[src/rtl/mc_debug_pkg.sv]
// Shared definitions for the multi-cycle CPU debug/trace blocks.
package mc_debug_pkg;

  typedef enum logic [1:0] {
    IDLE  = 2'd0,
    ARMED = 2'd1,
    POST  = 2'd2,
    DONE  = 2'd3
  } trace_state_t;

  function automatic int unsigned entry_width(input int unsigned nch,
                                              input int unsigned data_w,
                                              input int unsigned state_w);
    return nch * data_w + state_w;
  endfunction

endpackage

[src/rtl/mc_trace_buffer_ram.sv]
// Trace storage: one write port, one registered read port, no reset so it maps to RAM.
module trace_ram #(
  parameter int unsigned DEPTH = 16,
  parameter int unsigned WIDTH = 100,
  parameter int unsigned AW    = $clog2(DEPTH)
) (
  input  logic             clk,
  input  logic             we,
  input  logic [AW-1:0]    waddr,
  input  logic [WIDTH-1:0] wdata,
  input  logic [AW-1:0]    raddr,
  output logic [WIDTH-1:0] rdata
);

  logic [WIDTH-1:0] mem [DEPTH];

  // Read-before-write: a same-address read in the write cycle returns the old entry.
  always_ff @(posedge clk) begin
    if (we) mem[waddr] <= wdata;
    rdata <= mem[raddr];
  end

endmodule

[src/rtl/mc_trace_buffer.sv]
// Pre/post-trigger trace capture of CPU probe channels into a circular buffer.
module mc_trace_buffer
  import mc_debug_pkg::*;
#(
  parameter int unsigned DATA_W  = 32,
  parameter int unsigned NCH     = 3,
  parameter int unsigned STATE_W = 4,
  parameter int unsigned DEPTH   = 16,
  parameter int unsigned AW      = $clog2(DEPTH)
) (
  input  logic                            clk,
  input  logic                            reset,
  input  logic                            arm,
  input  logic                            mode,
  input  logic                            sample_en,
  input  logic [NCH*DATA_W-1:0]           ch_data,
  input  logic [STATE_W-1:0]              ch_state,
  input  logic [DATA_W-1:0]               trig_value,
  input  logic [AW-1:0]                   post_len,
  input  logic [AW-1:0]                   rd_addr,
  output logic [NCH*DATA_W+STATE_W-1:0]   rd_data,
  output logic                            busy,
  output logic                            done,
  output logic                            triggered,
  output logic [AW:0]                     count,
  output logic [AW-1:0]                   trig_index
);

  localparam int unsigned EW   = entry_width(NCH, DATA_W, STATE_W);
  localparam logic [AW:0] FULL = (AW+1)'(DEPTH);

  trace_state_t  state_q, state_n;
  logic [AW-1:0] wr_ptr_q, wr_ptr_n;
  logic [AW:0]   count_n;
  logic [AW-1:0] post_q, post_n;
  logic [AW-1:0] trig_phys_q, trig_phys_n;
  logic          trig_n;
  logic          sample, hit;
  logic [AW-1:0] oldest, oldest_n, raddr;
  logic [EW-1:0] ram_q;
  logic          rd_valid;

  assign sample = ((state_q == ARMED) || (state_q == POST)) && (!mode || sample_en);
  assign hit    = (state_q == ARMED) && sample && (ch_data[DATA_W-1:0] == trig_value);

  always_comb begin
    state_n     = state_q;
    wr_ptr_n    = wr_ptr_q;
    count_n     = count;
    post_n      = post_q;
    trig_phys_n = trig_phys_q;
    trig_n      = triggered;
    if (sample) begin
      wr_ptr_n = wr_ptr_q + AW'(1);
      count_n  = (count == FULL) ? count : count + (AW+1)'(1);
    end
    case (state_q)
      IDLE, DONE: begin
        if (arm) begin
          state_n  = ARMED;
          wr_ptr_n = '0;
          count_n  = '0;
          trig_n   = 1'b0;
        end
      end
      ARMED: begin
        if (hit) begin
          trig_n      = 1'b1;
          trig_phys_n = wr_ptr_q;
          if (post_len == '0) begin
            state_n = DONE;
          end else begin
            state_n = POST;
            post_n  = post_len;
          end
        end
      end
      POST: begin
        if (sample) begin
          post_n = post_q - AW'(1);
          if (post_q == AW'(1)) state_n = DONE;
        end
      end
      default: state_n = IDLE;
    endcase
  end

  // trig_index is derived from the post-update pointers so it is right in the DONE entry cycle.
  assign oldest_n = (count_n == FULL) ? wr_ptr_n : '0;
  assign oldest   = (count == FULL) ? wr_ptr_q : '0;
  assign raddr    = oldest + rd_addr;

  always_ff @(posedge clk or negedge reset) begin
    if (!reset) begin
      state_q     <= IDLE;
      wr_ptr_q    <= '0;
      count       <= '0;
      post_q      <= '0;
      trig_phys_q <= '0;
      triggered   <= 1'b0;
      trig_index  <= '0;
      busy        <= 1'b0;
      done        <= 1'b0;
      rd_valid    <= 1'b0;
    end else begin
      state_q     <= state_n;
      wr_ptr_q    <= wr_ptr_n;
      count       <= count_n;
      post_q      <= post_n;
      trig_phys_q <= trig_phys_n;
      triggered   <= trig_n;
      busy        <= (state_n == ARMED) || (state_n == POST);
      done        <= (state_n == DONE);
      rd_valid    <= 1'b1;
      if ((state_n == DONE) && (state_q != DONE)) trig_index <= trig_phys_n - oldest_n;
    end
  end

  trace_ram #(
    .DEPTH (DEPTH),
    .WIDTH (EW),
    .AW    (AW)
  ) u_ram (
    .clk   (clk),
    .we    (sample),
    .waddr (wr_ptr_q),
    .wdata ({ch_state, ch_data}),
    .raddr (raddr),
    .rdata (ram_q)
  );

  // The RAM read register has no reset; masking until the first post-reset edge gives rd_data=0 in reset.
  assign rd_data = rd_valid ? ram_q : '0;

endmodule

[config.mk]
export PLATFORM = sky130hd
export DESIGN_NAME = mc_trace_buffer
export DESIGN_NICKNAME = d
export VERILOG_FILES = /design/src/rtl/mc_debug_pkg.sv /design/src/rtl/mc_trace_buffer_ram.sv /design/src/rtl/mc_trace_buffer.sv
export SDC_FILE = /design/constraint.sdc
export NUM_CORES = 1
export LEC_CHECK = 0
export ABC_AREA = 1
export CAP_MARGIN = 20
export CORE_ASPECT_RATIO = 1.25
export CORE_UTILIZATION = 48
export DETAILED_ROUTE_END_ITERATION = 6
export DONT_BUFFER_PORTS = 1
export PLACE_DENSITY_LB_ADDON = 0.3
export SLEW_MARGIN = 20
export SYNTH_ARGS = -nofsm -noshare
export SYNTH_HDL_FRONTEND = slang
export SYNTH_SLANG_ARGS = --single-unit
[constraint.sdc]
create_clock -name clk -period 14.7 [get_ports clk]
set_clock_uncertainty 0.05 [all_clocks]
set_input_delay 2.205 -clock clk [delete_from_list [all_inputs] [get_ports clk]]
set_output_delay 2.205 -clock clk [all_outputs]
set_load 0.02 [all_outputs]
==> qor.csv <==
metric,value,unit
outcome,completed,
path_depth,8,
grtUsageMet3,4.88,%
ys_ff_latch,1727,
postCtsSetupBuffers,0,
crit_start,rd_addr[0],
cp-end-kind,flip-flop,
synth-simple-area-share,3.31,%
gr-max-usage-layer,met2,
synthTopCellsByCount,"edfxtp_1, o21ai_0, inv_1, a21oi_1, nand2_1",
fmax,174,MHz
cts_resized,0,
io_pins,257,
power_density,151,nW/µm²
p_total,0.0115,W
clock-sinks,1727,
synth.mux.area_fraction,5.79,%
portBuffers,0,
reg2reg_depth,12,
synthesis.nets,5250,
drt-wirelength-per-cell,23.3,µm
worst_ep_required_time,15.28,ns
fin_crit_sh,39.1,%
setup_ws,8.95,ns
synth.avg_cell_area,13.6,µm²
path_class,in -> reg,
dpl_cell_area,70700,µm²
hold_buffers,0,
r2r-end,u_ram.rdata[41],
synth_top_area_cell,edfxtp_1,
max_stage_delay,0.85,ns
synth-compound-area-share,11.3,%
ys_seq_area_share,73.4,%
grt_pass1_wl,244,mm
synth-edff-count,1600,
first_global_vias,39300,
grt_max_degree,203,
grt_usage,22.5,%
synthCells,5084,
dieWidth,341,µm
cts_root_buf,clkbuf_16,
synth_top_family_by_area,compound AO/OA/AOI/OAI gates,
num_vias,39800,
num_rows,155,
cts_buffer_depth,3,
endpoint,u_ram.rdata[41],
core_area,143000,µm²
area_growth,10.1,%
remaining_drc_errors,0,
ys_types,43,
cp_top_family,buffers and inverters,
setup_violations,0,
async_reset_ff_share,1.56,%
htree_levels,4,
die-area,146000,µm²
timing.rr.start,count[0],
crit_fanout,199,
fin_cells,7040,
max-cap-violations,0,
dpl.hpwl,80.8,mm
final_area,76100,µm²
n_antenna_cell,0,
synth_ff_type,edfxtp_1,
drtIter0Drc,3638,
path_common_cell,buf_4,
placed_cells,6730,
insertion_delay,0.80,ns
wl,164,mm
fin_crit,5.75,ns
via_per_inst,5.65,
relSlewSlack,24.8,%
tightest_slew,1.13,ns
min_path_type,reg -> reg,
antenna_found_initial,1,
clkTransAtPathRegs,0.06,ns
yosys.area_share.adder,0.402,%
fin_setup_tns,0,ns
cp.buffers_inverters,3,
gp_congestion,0.836,
tritoncts,yes,
ir_worst_vdd,0.105,mV
arrival,6.32,ns
yosysWarnings,0,
drtAntennaViolNets,0,
synth-xor-area-share,0.136,%
drive_gt1_share,6.77,%
grt.met2_usage,37.0,%
post-synth-top-count-cell,edfxtp_1,
netlist_area,69100,µm²
synth.area.top_cells,"edfxtp_1, mux2i_1, o21ai_0, a21oi_1, inv_1",
rsz0062_at_grt,false,
nets,5181,
slew_viol_final,0,
die_y,426,µm
cts_buffers,166,
grt.overflow.total,0,
yosysTopAreaCellShare,69.5,%
dpl_worst_slack,8.22,ns
dr.pass1.iters,5,
cellLeakagePower,27.8,nW
cp_cell_sequence,"ha_4, buf_12, buf_4, buf_4, mux2i_1, o211ai_1, a21oi_1, a31oi_1",
start_util,48.4,%
met1_usage,29.7,%
cp-start-kind,input port,
r2r_slack,9.13,ns
slowest_stage,buf_4,
hold_violations,0,
area by class of cell:
class,count,area [µm²]
multi-input combinational,2449,14700
inverter,608,2300
clock inverter,72,714
tap,1884,2360
timing repair buffer,63,638
clock buffer,237,4720
fill,11600,66800
sequential,1727,50700
cells by family (layout without fill, tap and decap cells):
family                   count (synthesis)  after routing
adder cells (fa/ha/maj)                 21             21
other                                    1              1
flip-flops                            1727           1727
buffers and inverters                  908            980
AND/OR/NAND/NOR                        582            582
XOR/XNOR                                 9              9
multiplexers                           400            400
AO/OA/AOI/OAI                         1436           1436
routing by layer:
layer / vias to the layer above / share of wire [%]
met5: - / 0.0049
met4: 2 / 2.6
met3: 245 / 7.6
met2: 1327 / 48
met1: 19900 / 42
li1: 18200 / -
worst min-delay path, stage by stage, from the launching register on:
cell     delay [ns]
dfrtp_1        0.36
nand2_1        0.07
nand2_1        0.06
worst min path at each step:
stage,start,to,cells past startpoint,slack (ns)
6_report,trig_phys_q[3],trig_phys_q[3],2,0.47
5_1_grt,trig_phys_q[3],trig_phys_q[3],2,0.49
4_1_cts,trig_phys_q[3],trig_phys_q[3],2,0.46
3_5_place_dp,trig_phys_q[3],trig_phys_q[3],2,0.44
3_3_place_gp,trig_phys_q[3],trig_phys_q[3],2,0.43
2_1_floorplan,trig_phys_q[3],trig_phys_q[3],2,0.41
placed cells by master, fill, tap and decap left out, types with 3 or more instances in the layout:
cell type,instances
inv_6,7
inv_1,603
a31oi_1,101
ha_1,18
dfrtp_1,26
clkbuf_8,16
dfxtp_1,100
buf_4,51
inv_8,3
clkbuf_1,46
or2_2,3
o21ai_1,3
and2_1,3
clkinv_2,32
buf_12,10
bufinv_16,12
o211ai_1,201
nor2_4,18
o21ai_0,615
nand3_1,21
mux2i_1,400
clkbuf_16,172
nand2_1,472
clkinv_1,14
nand4_1,5
clkbuf_4,3
clkinvlp_4,4
nor2_1,52
edfxtp_1,1600
a21oi_1,508
xnor2_1,4
per-stage QoR:
stage,hold WS [ns],utilization [%]
5_1_grt,0.492,53.3
6_report,0.470,53.3
2_1_floorplan,0.411,-
4_1_cts,0.458,53.2
3_3_place_gp,0.426,49.4
3_5_place_dp,0.441,49.4
sequential cells by signal (all words and copies together) (netlist names):
name	cells
trig_phys_q	4
busy	1
u_ram.rdata	100
wr_ptr_q	4
triggered	1
done	1
u_ram.mem	1600
count	5
trig_index	4
state_q	2
post_q	4
rd_valid	1
report_power, final:
part | internal, W | switching (W) | total (W)
combinational | 0.000287 | 0.000903 | 0.00119
clock | 0.00245 | 0.00180 | 0.00425
sequential | 0.00591 | 0.000150 | 0.00606
total | 0.00865 | 0.00285 | 0.0115
Power figures use the tool's default switching activity.
